[src/rtl/line_burst_adaptor.sv]
// line_burst_adaptor
//   Memory-side partner of the cache data array. It turns one LINE_W-bit line
//   transfer into BEATS sequential BEAT_W-bit memory beats, least-significant
//   beat first.
//   - Fill (read): the incoming beats are gathered into c_line_o.
//   - Writeback (write): a latched copy of c_line_i is serialized onto m_wdata_o.
//
// Ports
//   clk        : clock; all state updates happen on its rising edge
//   rst        : synchronous reset, active-low
//   c_addr_i   : cache request byte address
//   c_read_i   : fill request (level, held until c_resp_o)
//   c_write_i  : writeback request (level, held until c_resp_o); wins over read
//   c_line_i   : line to write back
//   c_line_o   : assembled fill line; holds its value until the next fill
//   c_resp_o   : one-cycle completion pulse
//   m_addr_o   : line-aligned memory address
//   m_read_o   : registered burst read request
//   m_write_o  : registered burst write request
//   m_wdata_o  : current write beat
//   m_rdata_i  : read beat data
//   m_resp_i   : one pulse per beat (write beat accepted / read beat valid)
//   err_o      : timeout flag, valid with c_resp_o
//
// Build option
//   LBA_TIMEOUT_EN : when defined, an 8-bit watchdog aborts a burst after
//                    TIMEOUT_CYCLES consecutive cycles without m_resp_i and
//                    raises err_o with c_resp_o. When undefined, err_o is 0
//                    and a burst waits indefinitely.
module line_burst_adaptor #(
  parameter int unsigned LINE_W         = 256,
  parameter int unsigned BEAT_W         = 64,
  parameter int unsigned ADDR_W         = 32,
  parameter int unsigned TIMEOUT_CYCLES = 255
) (
  input  logic              clk,
  input  logic              rst,
  input  logic [ADDR_W-1:0] c_addr_i,
  input  logic              c_read_i,
  input  logic              c_write_i,
  input  logic [LINE_W-1:0] c_line_i,
  output logic [LINE_W-1:0] c_line_o,
  output logic              c_resp_o,
  output logic [ADDR_W-1:0] m_addr_o,
  output logic              m_read_o,
  output logic              m_write_o,
  output logic [BEAT_W-1:0] m_wdata_o,
  input  logic [BEAT_W-1:0] m_rdata_i,
  input  logic              m_resp_i,
  output logic              err_o
);

  localparam int unsigned BEATS = LINE_W / BEAT_W;
  localparam int unsigned KW    = (BEATS > 1) ? $clog2(BEATS) : 1;
  localparam int unsigned OFF   = $clog2(LINE_W / 8);

  typedef enum logic [1:0] {IDLE, RD, WR, DONE} state_t;

  state_t            r_state;
  state_t            w_state_nx;
  logic [KW-1:0]     r_k;
  logic [LINE_W-1:0] r_line;
  logic [LINE_W-1:0] r_buf;
  logic [ADDR_W-1:0] r_addr;
  logic              r_m_read;
  logic              r_m_write;
  logic              w_last;
  logic              w_busy;
  logic              w_to;
  logic [31:0]       w_off;
  logic              w_unused_addr;

  assign w_busy        = (r_state == RD) || (r_state == WR);
  assign w_last        = (r_k == KW'(BEATS - 1));
  assign w_off         = 32'(r_k) * BEAT_W;
  assign w_unused_addr = &{1'b0, c_addr_i[OFF-1:0]};

`ifdef LBA_TIMEOUT_EN
  logic [7:0] r_wd;
  logic       r_err;

  // Fires on the cycle whose edge would make the idle count reach the limit,
  // so c_resp_o appears exactly TIMEOUT_CYCLES cycles after the last beat.
  assign w_to  = w_busy && !m_resp_i && (r_wd == 8'(TIMEOUT_CYCLES - 1));
  assign err_o = r_err;

  always_ff @(posedge clk) begin
    if (!rst) begin
      r_wd  <= '0;
      r_err <= 1'b0;
    end else begin
      if (w_busy && !m_resp_i) r_wd <= r_wd + 8'd1;
      else                     r_wd <= '0;
      // Only high while in DONE, since w_to can only fire in RD/WR.
      r_err <= w_to;
    end
  end
`else
  assign w_to  = 1'b0;
  assign err_o = 1'b0;
`endif

  always_comb begin
    w_state_nx = r_state;
    c_resp_o   = 1'b0;
    case (r_state)
      IDLE: begin
        if (c_write_i)     w_state_nx = WR;
        else if (c_read_i) w_state_nx = RD;
      end
      RD, WR: begin
        if ((m_resp_i && w_last) || w_to) w_state_nx = DONE;
      end
      DONE: begin
        c_resp_o   = 1'b1;
        w_state_nx = IDLE;
      end
      default: w_state_nx = IDLE;
    endcase
  end

  always_ff @(posedge clk) begin
    if (!rst) begin
      r_state   <= IDLE;
      r_k       <= '0;
      r_line    <= '0;
      r_buf     <= '0;
      r_addr    <= '0;
      r_m_read  <= 1'b0;
      r_m_write <= 1'b0;
    end else begin
      r_state   <= w_state_nx;
      // Registered from next state: rise on entry, fall on exit, steady between.
      r_m_read  <= (w_state_nx == RD);
      r_m_write <= (w_state_nx == WR);
      case (r_state)
        IDLE: begin
          if (c_write_i || c_read_i) begin
            r_addr <= {c_addr_i[ADDR_W-1:OFF], {OFF{1'b0}}};
            r_k    <= '0;
          end
          if (c_write_i) r_buf <= c_line_i;
        end
        RD: begin
          if (m_resp_i) begin
            r_line[w_off +: BEAT_W] <= m_rdata_i;
            if (!w_last) r_k <= r_k + 1'b1;
          end
        end
        WR: begin
          if (m_resp_i && !w_last) r_k <= r_k + 1'b1;
        end
        default: ;
      endcase
    end
  end

  assign c_line_o  = r_line;
  assign m_addr_o  = r_addr;
  assign m_read_o  = r_m_read;
  assign m_write_o = r_m_write;
  assign m_wdata_o = (r_state == WR) ? r_buf[w_off +: BEAT_W] : '0;

endmodule

[config.mk]
export PLATFORM = sky130hd
export DESIGN_NAME = line_burst_adaptor
export DESIGN_NICKNAME = d
export VERILOG_FILES = /design/src/rtl/line_burst_adaptor.sv
export SDC_FILE = /design/constraint.sdc
export NUM_CORES = 1
export LEC_CHECK = 0
export ABC_AREA = 1
export CAP_MARGIN = 10
export CORE_AREA = 2 2 277 279
export DETAILED_ROUTE_END_ITERATION = 8
export DIE_AREA = 0 0 279 281
export GPL_TIMING_DRIVEN = 0
export HOLD_SLACK_MARGIN = 0.06
export SYNTH_ARGS = -nofsm -noshare
export SYNTH_HDL_FRONTEND = slang
export SYNTH_SLANG_ARGS = --single-unit
[constraint.sdc]
create_clock -name clk -period 3.71 [get_ports clk]
set_input_delay 1.113 -clock clk [delete_from_list [all_inputs] [get_ports clk]]
set_output_delay 1.113 -clock clk [all_outputs]
set_load 0.01 [all_outputs]
==> qor.log, run 1 <==
INFO  floorplan      floorplan.initialDensity=0.2950
INFO  power_and_ir_drop worst_ir_drop_vdd=0.2673mV
INFO  sta            smallest_setup_slack_after_layout=0.09061ns
INFO  floorplan      die_boundary_height=281um
INFO  sta            max_freq=276.3MHz
INFO  route          mean_number_of_vias_per_cell=4.860
INFO  cts            clock-root-buffer=sky130_fd_sc_hd__clkbuf_16
INFO  global_route   globalRoute.totalOverflow=0
INFO  route          detail-route-antenna-nets=0
INFO  layout         fill_cells=7977
INFO  logic_synthesis yosys_warnings=0
INFO  power_and_ir_drop pwr_density_cell=489.3nW/um^2
INFO  logic_synthesis synth.yosys.seq_area_share=0.4902
INFO  global_route   grt_pass1_wl=148100um
INFO  critical_path  timing.critical_path.arrival=2.51ns
INFO  route          routed_wirelength=104200um
INFO  sta            fin_setup_tns=0ns
INFO  placed_design  place_ws=-0.3269ns
INFO  layout         utilization=0.4363
INFO  critical_path  max_stage_delay=0.42ns
INFO  critical_path  endpoint_kind=primary output
INFO  floorplan      area_of_the_placeable_core=75440squm
INFO  logic_synthesis postSynth.asyncResetShare=0
INFO  sta            timing_max_transition_violations_final=0
INFO  critical_path  cp_cell_sequence=buf_6 -> buf_4 -> nor2_1 -> nor2_1 -> o21ai_0 -> a21oi_1 -> clkdlybuf4s15_1
INFO  route          initialDrtViolationCount=1520
INFO  worst_hold_path min_path_type=reg -> reg
INFO  critical_path  critical_path.slowest_cell=sky130_fd_sc_hd__dfxtp_4
INFO  floorplan      rows=101
INFO  placed_design  gp_congestion=0.9196
INFO  layout         seq_area=10920squm
INFO  layout         syn_to_final_growth=47.89%
INFO  cts            htree_num_levels=3
INFO  placed_design  post-place-cells=4779
INFO  critical_path  critical_path_s_most_frequent_cell=sky130_fd_sc_hd__nor2_1
INFO  sta            rsz0062_at_grt=no
INFO  power_and_ir_drop leakage=12.92nW
INFO  cts            cts-root-to-sink-buffers=3
INFO  logic_synthesis synth-seq-cells=545
INFO  layout         multi_input_comb_area=9829squm
INFO  sta            final.period_utilization=0.9756
INFO  logic_synthesis syn-instance-count=3095
INFO  floorplan      die_width=279um
INFO  cts            cts_tree=done
INFO  sta            timing.hold.ws=0.4624ns
INFO  sta            transition_time_at_the_pin_with_the_least_slew_margin=0.9318ns
INFO  logic_synthesis postSynth.topFlopCell=sky130_fd_sc_hd__dfxtp_1
INFO  sta            total_of_endpoints_with_negative_setup_slack_in_the_final_report=0
INFO  floorplan      io_pins=713
INFO  sta            post-route-min-period=3.619ns
INFO  logic_synthesis synth_edf_count=0
INFO  layout         fin_cells=4916
INFO  logic_synthesis syn_area_per_cell=7.191squm
INFO  logic_synthesis yosysUniqueCellTypes=25
INFO  critical_path  path_class=reg -> out
INFO  sta            hold_viol_final=0
INFO  layout         fin_nets=4240
INFO  global_route   antenna_found_initial=44
INFO  cts            cts_bufs_inserted=67
INFO  logic_synthesis syn-cell-area=22260squm
INFO  route          via_count=23890
INFO  critical_path  crit_required=2.60ns
INFO  sta            max_slew_headroom=0.3788
INFO  critical_path  crit_path_max_fanout=10
INFO  critical_path  timing.critical_path.from_type=flip-flop
INFO  layout         drive_gt1_frac=0.07779
INFO  route          detail_route.wl_per_cell=21.20um
INFO  route          remaining_routing_drc_violations=0
INFO  route          drt_pass1_iterations=7
INFO  global_route   grt_use_total=0.2562
INFO  cts            tritoncts_num_sinks=545
INFO  floorplan      die-area=78400squm
INFO  global_route   grt_pass1_vias=22810
INFO  sta            final.setup_skew=0.01993ns
INFO  global_route   maximum_number_of_pins_on_one_net_before_global_route_repair=13
INFO  cts            worstSkewPairLatency=0.61ns
INFO  status         status=finished clean
INFO  placed_design  numPortBuffers=701
INFO  run            max-cap-violations=0
INFO  placed_design  dpl.hpwl=81870um
INFO  cts            cts.reportedPaths.clkPinSlew=0.06ns
-- cells in the final DEF (no fill, tap or decap), drive strengths merged, types with 87 or more instances in the layout --
| cell type | n |
|---|---|
| a21oi | 320 |
| buf | 137 |
| clkbuf | 220 |
| clkdlybuf4s50 | 637 |
| dfxtp | 545 |
| inv | 87 |
| nand2 | 331 |
| nand3 | 115 |
| nor2 | 908 |
| o21ai | 524 |
-- path summary, 6_finish.rpt --
check	cells after the start	end	slack, ns	from
worst max-delay path	7	m_wdata_o[56]	0.09	r_k[0]
worst min register to register	2	c_line_o[99]	0.46	c_line_o[99]
worst min-delay path	2	c_line_o[99]	0.46	c_line_o[99]
worst max register to register	8	c_line_o[18]	1.03	r_k[0]
-- report_power, final --
| part | switching [mW] | leakage, nW | internal [mW] |
|---|---|---|---|
| Combinational | 1.89 | 7.37 | 1.15 |
| Clock | 2.70 | 1.08 | 3.98 |
| Sequential | 0.187 | 4.46 | 6.20 |
-- state kept, by name (all words and copies together) (netlist names) --
register,flops
c_line_o,256
r_buf,256
m_addr_o,27
r_k,2
r_state,2
m_read_o,1
m_write_o,1
-- what timing repair did --
| item | 4_1_cts | 5_1_grt |
|---|---|---|
| resized for setup | 137 | 4 |
| buffers inserted | 3 | 0 |
| pin swaps | 1 | 0 |
| hold buffers | 0 | 0 |
| setup endpoints to repair | 64 | 4 |
-- layer usage --
layer  vias up  GRT usage  part of all wire
met5         -          0            0.0034
met4        54    0.09746             0.030
met3       205    0.08887             0.092
met2       900     0.4560              0.49
met1     11100     0.2793              0.38
li1      11630          -                 -
-- worst max-delay path: cells and delay by family (launching register included) --
family / cells / cell delay [ns]
AO/OA/AOI/OAI: 2 / 0.45
buffers and inverters: 3 / 0.85
flip-flops: 1 / 0.42
AND/OR/NAND/NOR: 2 / 0.18
-- cell usage after synthesis (2+ instances only) --
cell	count	area, sq um
sky130_fd_sc_hd__nor2_1	900	3378
sky130_fd_sc_hd__dfxtp_1	545	10910
sky130_fd_sc_hd__o21ai_0	521	2608
sky130_fd_sc_hd__nand2_1	325	1220
sky130_fd_sc_hd__a21oi_1	303	1516
sky130_fd_sc_hd__clkbuf_1	116	435.4
sky130_fd_sc_hd__nand3_1	114	570.6
sky130_fd_sc_hd__buf_2	85	425.4
sky130_fd_sc_hd__inv_1	78	292.8
sky130_fd_sc_hd__buf_4	19	142.6
sky130_fd_sc_hd__a21oi_2	17	148.9
sky130_fd_sc_hd__buf_6	17	191.4
sky130_fd_sc_hd__buf_1	13	48.80
sky130_fd_sc_hd__ha_1	11	137.6
sky130_fd_sc_hd__nand2_2	6	37.54
sky130_fd_sc_hd__clkbuf_2	5	25.02
sky130_fd_sc_hd__inv_2	5	18.77
sky130_fd_sc_hd__nor2_4	5	56.30
sky130_fd_sc_hd__o21ai_1	3	15.01
sky130_fd_sc_hd__nor2_8	2	40.04
-- cells by family (layout without fill, tap and decap cells) --
| kind of cell | after synthesis | in the layout | share of synthesized area |
|---|---|---|---|
| fa+ha+maj | 11 | 11 | 0.006184 |
| simple gates | 1354 | 1354 | 0.2393 |
| buf+inv | 340 | 1161 | 0.07145 |
| other cells | 1 | 23 | 0.0001685 |
| compound gates | 844 | 844 | 0.1927 |
| flops | 545 | 545 | 0.4902 |
-- layout make-up --
type / count / share of cell area
Antenna cell: 17 / 0.001292
Clock buffer: 100 / 0.05995
Clock inverter: 18 / 0.007603
Buffer: 254 / 0.04147
Inverter: 85 / 0.009960
Timing Repair Buffer: 704 / 0.2122
Tap cell: 978 / 0.03718
Sequential cell: 545 / 0.3317
Multi-Input combinational cell: 2215 / 0.2986
-- through the flow --
| stage | cell area [sq um] | total power [mW] |
|---|---|---|
| 2_1_floorplan | 22280 | 8.053 |
| 3_3_place_gp | 30520 | 9.513 |
| 3_5_place_dp | 30520 | 9.533 |
| 4_1_cts | 32860 | 16.24 |
| 5_1_grt | 32900 | 16.80 |
| 6_report | 32910 | 16.10 |
Power figures use the tool's default switching activity.
==> run 2, diff against run 1 <==
Settings changed: REMOVE_ABC_BUFFERS set to 1.
==> run 2 against run 1 <==
- critical endpoint is now m_wdata_o[30]
- largest cell class unchanged
- via count fell by 5.6%
- maximum frequency rose by 1.1%
- non-clock buffer count fell by 219
- final cell count fell by 4.5%
- sequential cell count did not move
==> qor.log, run 2 (synthesis gave the netlist of run 1 again) <==
INFO  layout         fill_cells=7747
INFO  worst_hold_path min_path_type=reg -> reg
INFO  power_and_ir_drop pwr_density_cell=480.9nW/um^2
INFO  critical_path  cp.buffers_inverters=4
INFO  layout         layout_commonest_cell=sky130_fd_sc_hd__nor2_1
INFO  cts            htree_num_levels=2
INFO  critical_path  timing.critical_path.from_type=flip-flop
INFO  critical_path  reg2reg_from=r_k[1]
INFO  route          detail_route.wl_per_cell=19.61um
INFO  worst_hold_path min_delay_path_depth=2
INFO  critical_path  timing.reg2reg.worst_path_depth=9
INFO  global_route   grt_pass1_vias=20900
INFO  critical_path  cp_cell_sequence=inv_1 -> ha_2 -> inv_6 -> buf_16 -> a21oi_1 -> clkdlybuf4s50_1
INFO  placed_design  placed_cell_area=29880squm
INFO  floorplan      rows=101
INFO  critical_path  crit_required=2.60ns
INFO  sta            total_of_endpoints_with_negative_setup_slack_in_the_final_report=0
INFO  layout         syn_to_final_growth=45.08%
INFO  global_route   grt_use_total=0.2208
INFO  sta            transition_time_at_the_pin_with_the_least_slew_margin=1.184ns
INFO  cts            worstSkewPairLatency=0.64ns
INFO  layout         fin_cells=4694
INFO  sta            max_slew_headroom=0.2108
INFO  route          detail-route-antenna-nets=0
INFO  critical_path  critical_path.slowest_cell=sky130_fd_sc_hd__clkdlybuf4s50_1
INFO  sta            hold_viol_final=0
INFO  floorplan      die_width=279um
INFO  sta            fin_setup_tns=0ns
INFO  route          drt_pass1_iterations=5
INFO  power_and_ir_drop portion_of_total_power_attributed_to_combinational_logic=0.198
INFO  critical_path  critical_path.top_delay_family=buffers and inverters
INFO  floorplan      floorplan.initialDensity=0.2950
INFO  critical_path  timing.critical_path.arrival=2.47ns
INFO  placed_design  post-place-cells=4547
INFO  power_and_ir_drop power_switching=4.538mW
INFO  critical_path  max_stage_delay=0.63ns
INFO  sta            timing_max_transition_violations_final=0
INFO  layout         most-common-layout-cells=sky130_fd_sc_hd__nor2_1 (898), sky130_fd_sc_hd__clkdlybuf4s50_1 (679), sky130_fd_sc_hd__dfxtp_1 (543)
INFO  cts            cts-root-to-sink-buffers=3
INFO  sta            final.setup_skew=0.02575ns
INFO  floorplan      die_boundary_height=281um
INFO  power_and_ir_drop sequentialPowerShare=0.410
INFO  cts            clock-root-buffer=sky130_fd_sc_hd__clkbuf_16
INFO  cts            cts_bufs_inserted=59
INFO  critical_path  worst_reg2reg_endpoint=c_line_o[22]
INFO  floorplan      die-area=78400squm
INFO  cts            cts.reportedPaths.clkPinSlew=0.06ns
INFO  critical_path  path_class=reg -> out
INFO  layout         drive_gt1_frac=0.04926
INFO  power_and_ir_drop worst_ir_drop_vdd=0.3854mV
INFO  power_and_ir_drop leakage=12.29nW
INFO  floorplan      area_of_the_placeable_core=75440squm
INFO  worst_hold_path hold_path_startpoint=c_line_o[230]
INFO  global_route   antenna_found_initial=26
INFO  cts            tritoncts_num_sinks=545
INFO  placed_design  dpl.hpwl=58440um
INFO  placed_design  numPortBuffers=701
INFO  status         status=finished clean
INFO  global_route   maximum_number_of_pins_on_one_net_before_global_route_repair=148
INFO  route          initialDrtViolationCount=1710
INFO  placed_design  gp_congestion=0.8431
INFO  global_route   globalRoute.totalOverflow=0
INFO  layout         multi_input_comb_area=9824squm
INFO  critical_path  endpoint_kind=primary output
INFO  cts            cts_tree=done
INFO  sta            post-route-min-period=3.578ns
INFO  layout         seq_area=10920squm
INFO  sta            max_freq=279.5MHz
INFO  sta            final.period_utilization=0.9645
INFO  cts            cts-hold-fix-buffers=0
INFO  global_route   grt_pass1_wl=132500um
INFO  layout         utilization=0.4280
INFO  route          routed_wirelength=92040um
INFO  route          mean_number_of_vias_per_cell=4.803
INFO  worst_hold_path worstHoldEndpoint=c_line_o[230]
INFO  layout         fin_nets=4014
INFO  critical_path  rrSetupSlack=0.53ns
INFO  critical_path  worstSetupPathDepth=6
INFO  power_and_ir_drop power_frac_clock=0.392
INFO  run            max-cap-violations=0
INFO  route          remaining_routing_drc_violations=0
INFO  power_and_ir_drop internal-power=10.99mW
INFO  power_and_ir_drop fin_total_pwr=15.53mW
INFO  sta            rsz0062_at_grt=no
INFO  route          via_count=22550
INFO  critical_path  crit_path_max_fanout=29
INFO  floorplan      io_pins=713
INFO  power_and_ir_drop switching_share=0.2922
INFO  layout         final_cell_area=32290squm
-- run 2: changes by cell type in the layout (fill, tap and decap cells not counted), moves of 12 or more --
cell and delta:
sky130_fd_sc_hd__buf_16 +19, sky130_fd_sc_hd__clkbuf_1 -98, sky130_fd_sc_hd__buf_4 -20, sky130_fd_sc_hd__dlygate4sd2_1 -44, sky130_fd_sc_hd__buf_2 -86, sky130_fd_sc_hd__clkbuf_2 -12
sky130_fd_sc_hd__buf_6 -17, sky130_fd_sc_hd__clkdlybuf4s50_1 +42
-- run 2: timing repair --
| item | CTS | global route |
|---|---|---|
| gates resized for setup | 31 | 10 |
| endpoints found under the hold margin | 0 | 0 |
| cloned | 5 | 3 |
| pin swaps | 0 | 0 |
| setup endpoints to repair | 213 | 47 |
| buffers inserted | 6 | 2 |
-- run 2: how the worst max path moves through the flow --
stage / start / slack (ns) / end
2_1_floorplan: c_write_i / -5.89 / r_buf[0]
3_3_place_gp: c_write_i / -17.35 / r_buf[0]
3_5_place_dp: r_k[0] / -0.62 / c_line_o[112]
4_1_cts: r_k[0] / 0.002 / m_wdata_o[34]
5_1_grt: r_k[0] / 0.002 / m_wdata_o[59]
6_report: r_state[0] / 0.13 / m_wdata_o[30]
-- run 2: per-stage QoR --
step	hold WS (ns)	setup slack [ns]
3_3_place_gp	0.4509	-17.35
2_1_floorplan	0.4495	-5.889
5_1_grt	0.4775	0.002412
4_1_cts	0.4639	0.002412
6_report	0.4625	0.1317
3_5_place_dp	0.4541	-0.6167
-- run 2: final cells by class --
cell class              count  share of cell area
repair inverters            1           0.0002713
diodes                     21            0.001628
clock inverters            17            0.007169
clock buffers              93             0.05499
inverters                  85             0.01139
multi-input cells        2215              0.3043
repair buffers            739              0.2442
well taps                 978             0.03790
flip-flops and latches    545              0.3381
-- run 2: tightest hold or removal path: cells and delay by family (launching register included) --
kind	cells	cell delay [ns]
and+or+nand+nor	1	0.06
AOI/OAI and AO/OA	1	0.05
DFF	1	0.31
-- run 2: power groups by stage --
stage,registers [mW],logic [mW],clock network [mW]
3_3_place_gp,6.62,2.75,0
5_1_grt,6.40,3.37,6.44
2_1_floorplan,6.55,1.38,0
3_5_place_dp,6.52,2.86,0
4_1_cts,6.36,3.02,6.24
6_report,6.37,3.07,6.09
-- run 2: routing by layer --
layer	track usage	vias up	share of wire
met5	0	-	0.00051
met4	0.1151	8	0.046
met3	0.04581	178	0.065
met2	0.3590	805	0.47
met1	0.2757	10390	0.42
li1	-	11160	-
